### config.mk
export PLATFORM = sky130hd
export DESIGN_NAME = lsu_mem_interface
export DESIGN_NICKNAME = d
export VERILOG_FILES = /design/src/rtl/lsu_pkg.sv /design/src/rtl/lsu_load_align.sv /design/src/rtl/lsu_mem_interface.sv
export SDC_FILE = /design/constraint.sdc
export NUM_CORES = 1
export LEC_CHECK = 0
export CAP_MARGIN = 20
export CORE_MARGIN = 2
export CORE_UTILIZATION = 45
export DETAILED_ROUTE_END_ITERATION = 16
export PLACE_DENSITY_LB_ADDON = 0.12
export SLEW_MARGIN = 20
export SYNTH_ARGS = -nofsm -noshare
export SYNTH_HDL_FRONTEND = slang
export SYNTH_HIERARCHICAL = 1
export SYNTH_SLANG_ARGS = --single-unit
export TNS_END_PERCENT = 20
### constraint.sdc
create_clock -name clk -period 3.3 [get_ports clk]
set_input_delay 0.825 -clock clk [delete_from_list [all_inputs] [get_ports clk]]
set_output_delay 0.825 -clock clk [all_outputs]
set_load 0.05 [all_outputs]
### src/rtl/lsu_pkg.sv
// Shared LSU types, funct3 codes and byte-lane helpers.
// Misalign trapping is selected by LSU_MISALIGN_TRAP_EN.
package lsu_pkg;

  localparam logic [2:0] F3_B  = 3'b000;
  localparam logic [2:0] F3_H  = 3'b001;
  localparam logic [2:0] F3_W  = 3'b010;
  localparam logic [2:0] F3_BU = 3'b100;
  localparam logic [2:0] F3_HU = 3'b101;

  typedef enum logic [1:0] {
    IDLE,
    REQ,
    RESP,
    DONE
  } lsu_state_t;

  function automatic logic is_byte(
    input logic [2:0] f3
  );
    return (f3 == F3_B) || (f3 == F3_BU);
  endfunction

  function automatic logic is_half(
    input logic [2:0] f3
  );
    return (f3 == F3_H) || (f3 == F3_HU);
  endfunction

  // Drops offset bits below the access size
  function automatic logic [1:0] eff_off(
    input logic [2:0] f3,
    input logic [1:0] off
  );
    if (is_byte(f3)) return off;
    if (is_half(f3)) return {off[1], 1'b0};
    return 2'b00;
  endfunction

  function automatic logic [3:0] be_gen(
    input logic [2:0] f3,
    input logic [1:0] off
  );
    if (is_byte(f3)) return 4'b0001 << off;
    if (is_half(f3))
      return off[1] ? 4'b1100 : 4'b0011;
    return 4'b1111;
  endfunction

  function automatic logic [31:0] store_data(
    input logic [2:0]  f3,
    input logic [31:0] d
  );
    if (is_byte(f3)) return {4{d[7:0]}};
    if (is_half(f3)) return {2{d[15:0]}};
    return d;
  endfunction

endpackage

### src/rtl/lsu_load_align.sv
// Load formatter: lane shift plus sign/zero extension.
// Offset must already be reduced to the access size.
module lsu_load_align
  import lsu_pkg::*;
(
  input  logic [31:0] word,
  input  logic [1:0]  offset,
  input  logic [2:0]  funct3,
  output logic [31:0] result
);

  logic [31:0] sh;

  assign sh = word >> {offset, 3'b000};

  always_comb begin
    result = sh;
    unique case (1'b1)
      funct3 == F3_B:
        result = {{24{sh[7]}}, sh[7:0]};
      funct3 == F3_BU:
        result = {24'h0, sh[7:0]};
      funct3 == F3_H:
        result = {{16{sh[15]}}, sh[15:0]};
      funct3 == F3_HU:
        result = {16'h0, sh[15:0]};
      default:
        result = sh;
    endcase
  end

endmodule

### src/rtl/lsu_mem_interface.sv
// LSU bridging core load/store requests to a valid/ready data bus.
// Define LSU_MISALIGN_TRAP_EN to trap misaligned H/W accesses.
module lsu_mem_interface
  import lsu_pkg::*;
#(
  parameter int ADDR_W = 32,
  parameter int DATA_W = 32
) (
  input  logic              clk,
  input  logic              rst_n,
  input  logic              req_valid,
  input  logic              req_we,
  input  logic [2:0]        req_funct3,
  input  logic [ADDR_W-1:0] req_addr,
  input  logic [DATA_W-1:0] req_wdata,
  output logic              stall,
  output logic              done,
  output logic [31:0]       rdata,
  output logic              misalign_err,
  output logic              bus_valid,
  input  logic              bus_ready,
  output logic              bus_we,
  output logic [ADDR_W-1:0] bus_addr,
  output logic [DATA_W-1:0] bus_wdata,
  output logic [3:0]        bus_be,
  input  logic              bus_rvalid,
  input  logic [DATA_W-1:0] bus_rdata
);

  lsu_state_t        state, state_nx;
  logic              we_q;
  logic [2:0]        f3_q;
  logic [1:0]        off_q;
  logic [ADDR_W-1:0] addr_q;
  logic [DATA_W-1:0] wdata_q;
  logic              mis_q;
  logic [31:0]       rdata_q;
  logic [31:0]       ld_fmt;
  logic              mis;
  logic              accept;

`ifdef LSU_MISALIGN_TRAP_EN
  assign mis = is_byte(req_funct3) ? 1'b0 :
               is_half(req_funct3) ? req_addr[0] :
               (req_addr[1:0] != 2'b00);
`else
  assign mis = 1'b0;
`endif

  assign accept = (state == IDLE) && req_valid;

  lsu_load_align u_align (
    .word   (bus_rdata),
    .offset (off_q),
    .funct3 (f3_q),
    .result (ld_fmt)
  );

  always_ff @(posedge clk) begin
    if (!rst_n) begin
      state <= IDLE;
    end else begin
      state <= state_nx;
    end
  end

  always_ff @(posedge clk) begin
    if (!rst_n) begin
      we_q    <= 1'b0;
      f3_q    <= 3'b000;
      off_q   <= 2'b00;
      addr_q  <= '0;
      wdata_q <= '0;
      mis_q   <= 1'b0;
      rdata_q <= 32'h0;
    end else begin
      if (accept) begin
        we_q    <= req_we;
        f3_q    <= req_funct3;
        off_q   <= eff_off(req_funct3, req_addr[1:0]);
        addr_q  <= {req_addr[ADDR_W-1:2], 2'b00};
        wdata_q <= store_data(req_funct3, req_wdata);
        mis_q   <= mis;
      end
      if (state == RESP && bus_rvalid) begin
        rdata_q <= ld_fmt;
      end
    end
  end

  always_comb begin
    state_nx = state;
    unique case (state)
      IDLE:
        if (req_valid) state_nx = mis ? DONE : REQ;
      REQ:
        if (bus_ready) state_nx = we_q ? DONE : RESP;
      RESP:
        if (bus_rvalid) state_nx = DONE;
      DONE:
        state_nx = IDLE;
      default:
        state_nx = IDLE;
    endcase
  end

  always_comb begin
    stall     = 1'b0;
    done      = 1'b0;
    bus_valid = 1'b0;
    bus_we    = 1'b0;
    bus_be    = 4'b0000;
    unique case (state)
      IDLE: stall = req_valid;
      REQ: begin
        stall     = 1'b1;
        bus_valid = 1'b1;
        bus_we    = we_q;
        bus_be    = be_gen(f3_q, off_q);
      end
      RESP: stall = 1'b1;
      DONE: done  = 1'b1;
      default: stall = 1'b0;
    endcase
  end

  assign misalign_err = (state == DONE) && mis_q;
  assign bus_addr     = addr_q;
  assign bus_wdata    = wdata_q;
  assign rdata        = rdata_q;

endmodule

==> out/summary.txt <==
fmax -> 355 MHz
Post-synth EDFFs -> 0
mean post-synth cell area -> 7.97 um^2
CTS resizes -> 0
Hold Vio Cnt, Final -> 0
PD cells -> 718 nW/um^2
crit path cell chain -> inv_1 > ha_1 > clkdlybuf4s50_1
Final setup viols -> 0
vias per cell -> 5.19
largest net degree at the start of global routing -> 93
crit-path max FO -> 7
skew final -> 0.0131 ns
All-Layer GR Usage -> 0.246
Filler cells -> 899
Synth Area in Simple Gates -> 0.207
Worst path slowest cell -> clkdlybuf4s50_1
number of port buffers -> 206
buffer depth of the longest clock path -> 2
switching power of the nets -> 2.32 mW
io pins -> 210
Pwr Total -> 5.12 mW
xor/xnor share of the synthesized area -> 0
RSZ-0062 raised after global routing -> false
Pins Over Slew Limit -> 0
Final ANT Viol Nets -> 0
die area -> 11600 um^2
via count -> 4823
Comb pwr share -> 0.521
Slew @ Worst Pin -> 0.835 ns
Switching Fraction -> 0.453
Critical Path AT -> 1.99 ns
internal power -> 2.80 mW
commonest non-fill, non-tap cell in the layout -> clkdlybuf4s50_1
Pre-Repair DR Iteration Count -> 4
Cell Area, Synth -> 4860 um^2
mux contribution to synthesized area -> 0.0721
Final nets -> 900
DIE HEIGHT -> 108 um
Area contributors post-synth -> dfxtp_1, nand2_1, a21oi_1
sequential area share after synthesis -> 0.420
Crit Path Category -> reg2out
fin crit share -> 0.853
sequential power share -> 0.314
leakage power -> 2.55 nW
MaxCap Viol Count -> 0
CP required -> 2.47 ns
Adder-Cell Fraction of Synth Area -> 0.0154
H-tree depth -> 3
cell at the root of the clock tree -> clkbuf_8
hold buffers post-CTS -> 0
Hold Crit Class -> reg2reg
CORE AREA -> 10400 um^2
setup TNS -> 0 ns
Sequential Area -> 2040 um^2
clock share of power -> 0.165
Synth Warn # -> 6
synthesized instance count -> 610
GRT overflow -> 0
vias in the first global route -> 4700
share of layout cells above drive strength 1 -> 0.0819
footprint of the multi-input gates -> 2520 um^2
antenna violations before repair -> 0
status -> completed
TritonCTS Buffers -> 9
Worst-path clk slew -> 0.10 ns
CTS tree -> done
initial core utilization -> 0.467
Worst slew margin -> 0.444
Die W -> 108 um
most frequent cells in the layout -> clkdlybuf4s50_1, nand2_1, dfxtp_1, a21oi_1, mux2i_1
Synth cell types -> 42
Post-synth top flop -> dfxtp_1
largest family of logic cells by synthesized area -> compound AO/OA/AOI/OAI gates
minimum clock period -> 2.81 ns
routed len/inst -> 15.6 um
CP startpoint kind -> flop
peak supply drop -> 479 uV
synthesis-to-finish area growth -> 46.7%
Post-Route WL -> 14500 um
clock sinks -> 102
Diodes inserted -> 0
dpl hpwl -> 10600 um
asr flop ratio synth -> 0
#FFs+latches synth -> 102
worst skew pair latency -> 0.35 ns
area leader, netlist -> dfxtp_1
Placer Congestion -> 0.927
top cell type's share of synthesized area -> 0.420
FP Rows -> 37
crit path capture type -> primary output
first-pass GRT wire length -> 23000 um
1st-iter DRT viols -> 169
# DRC -> 0
Crit path largest cell delay -> 0.85 ns
Post-CTS Setup Inserts -> 0
Synth Area in Compound Gates -> 0.222
[metal layers]
layer / vias up / GRT usage / part of all wire / wire length [um]
met4: 0 / 0.0513 / 0.0083 / 120
met3: 8 / 0.0956 / 0.094 / 1370
li1: 2423 / - / - / -
met5: - / 0 / 0 / 0
met1: 2236 / 0.288 / 0.40 / 5820
met2: 156 / 0.428 / 0.50 / 7230
[critical path, delay by kind of cell, from the launching register on]
family | cells | cell delay, ns
buffers and inverters | 2 | 0.99
DFF | 1 | 0.36
adders and majority gates | 1 | 0.29
[power by group through the flow]
stage          Clock [mW]  Combinational, mW  Sequential, mW
6_report            0.845               2.66            1.61
5_1_grt             0.918               2.85            1.64
4_1_cts             0.864               2.68            1.61
3_5_place_dp            0               2.68            1.63
3_3_place_gp            0               2.64            1.62
2_1_floorplan           0               1.13            2.35
[stage by stage]
stage	utilization	setup slack, ns	hold slack [ns]	std cells	area, um^2
floorplan	-	0.527	0.432	612	4870
finish	0.685	0.485	0.458	930	7130
global placement	0.664	0.620	0.440	914	6910
detailed placement	0.664	0.579	0.446	914	6910
CTS	0.685	0.457	0.460	930	7130
global route	0.685	0.361	0.475	930	7130
[Yosys cell counts (all sizes together), types with 8 or more instances]
cell / number
buf: 41
o21ai: 23
or2: 9
o211ai: 16
nor2b: 9
clkbuf: 8
mux2: 10
nand2: 192
mux2i: 23
a31oi: 16
a211oi: 8
nor2: 17
dfxtp: 102
a21oi: 94
a22oi: 8
[registers in the layout (all words and copies together), names as in the netlist]
register,flops
off_q,2
state,2
we_q,1
rdata,32
f3_q,3
bus_addr,30
bus_wdata,32
[final timing paths]
kind,from,to,slack (ns),cells past startpoint
worst max-delay path,state[1],bus_valid,0.49,3
worst min register to register,rdata[21],rdata[21],0.46,2
worst max register to register,state[0],bus_wdata[10],1.26,6
worst min-delay path,rdata[21],rdata[21],0.46,2
[area by class of cell]
type | instances | share of cell area
Clock buffer | 11 | 0.0212
Clock inverter | 5 | 0.00912
Inverter | 4 | 0.00211
Multi-Input combinational cell | 457 | 0.353
Sequential cell | 102 | 0.286
Tap cell | 136 | 0.0239
Timing Repair Buffer | 215 | 0.304
[kinds of logic (layout without fill, tap and decap cells)]
group / Yosys count / after routing
other: 1 / 3
AO/OA/AOI/OAI: 173 / 173
adder cells (fa/ha/maj): 6 / 6
AND/OR/NAND/NOR: 242 / 242
multiplexers: 33 / 33
flip-flops: 102 / 102
buffers and inverters: 53 / 235
Power figures use the tool's default switching activity.
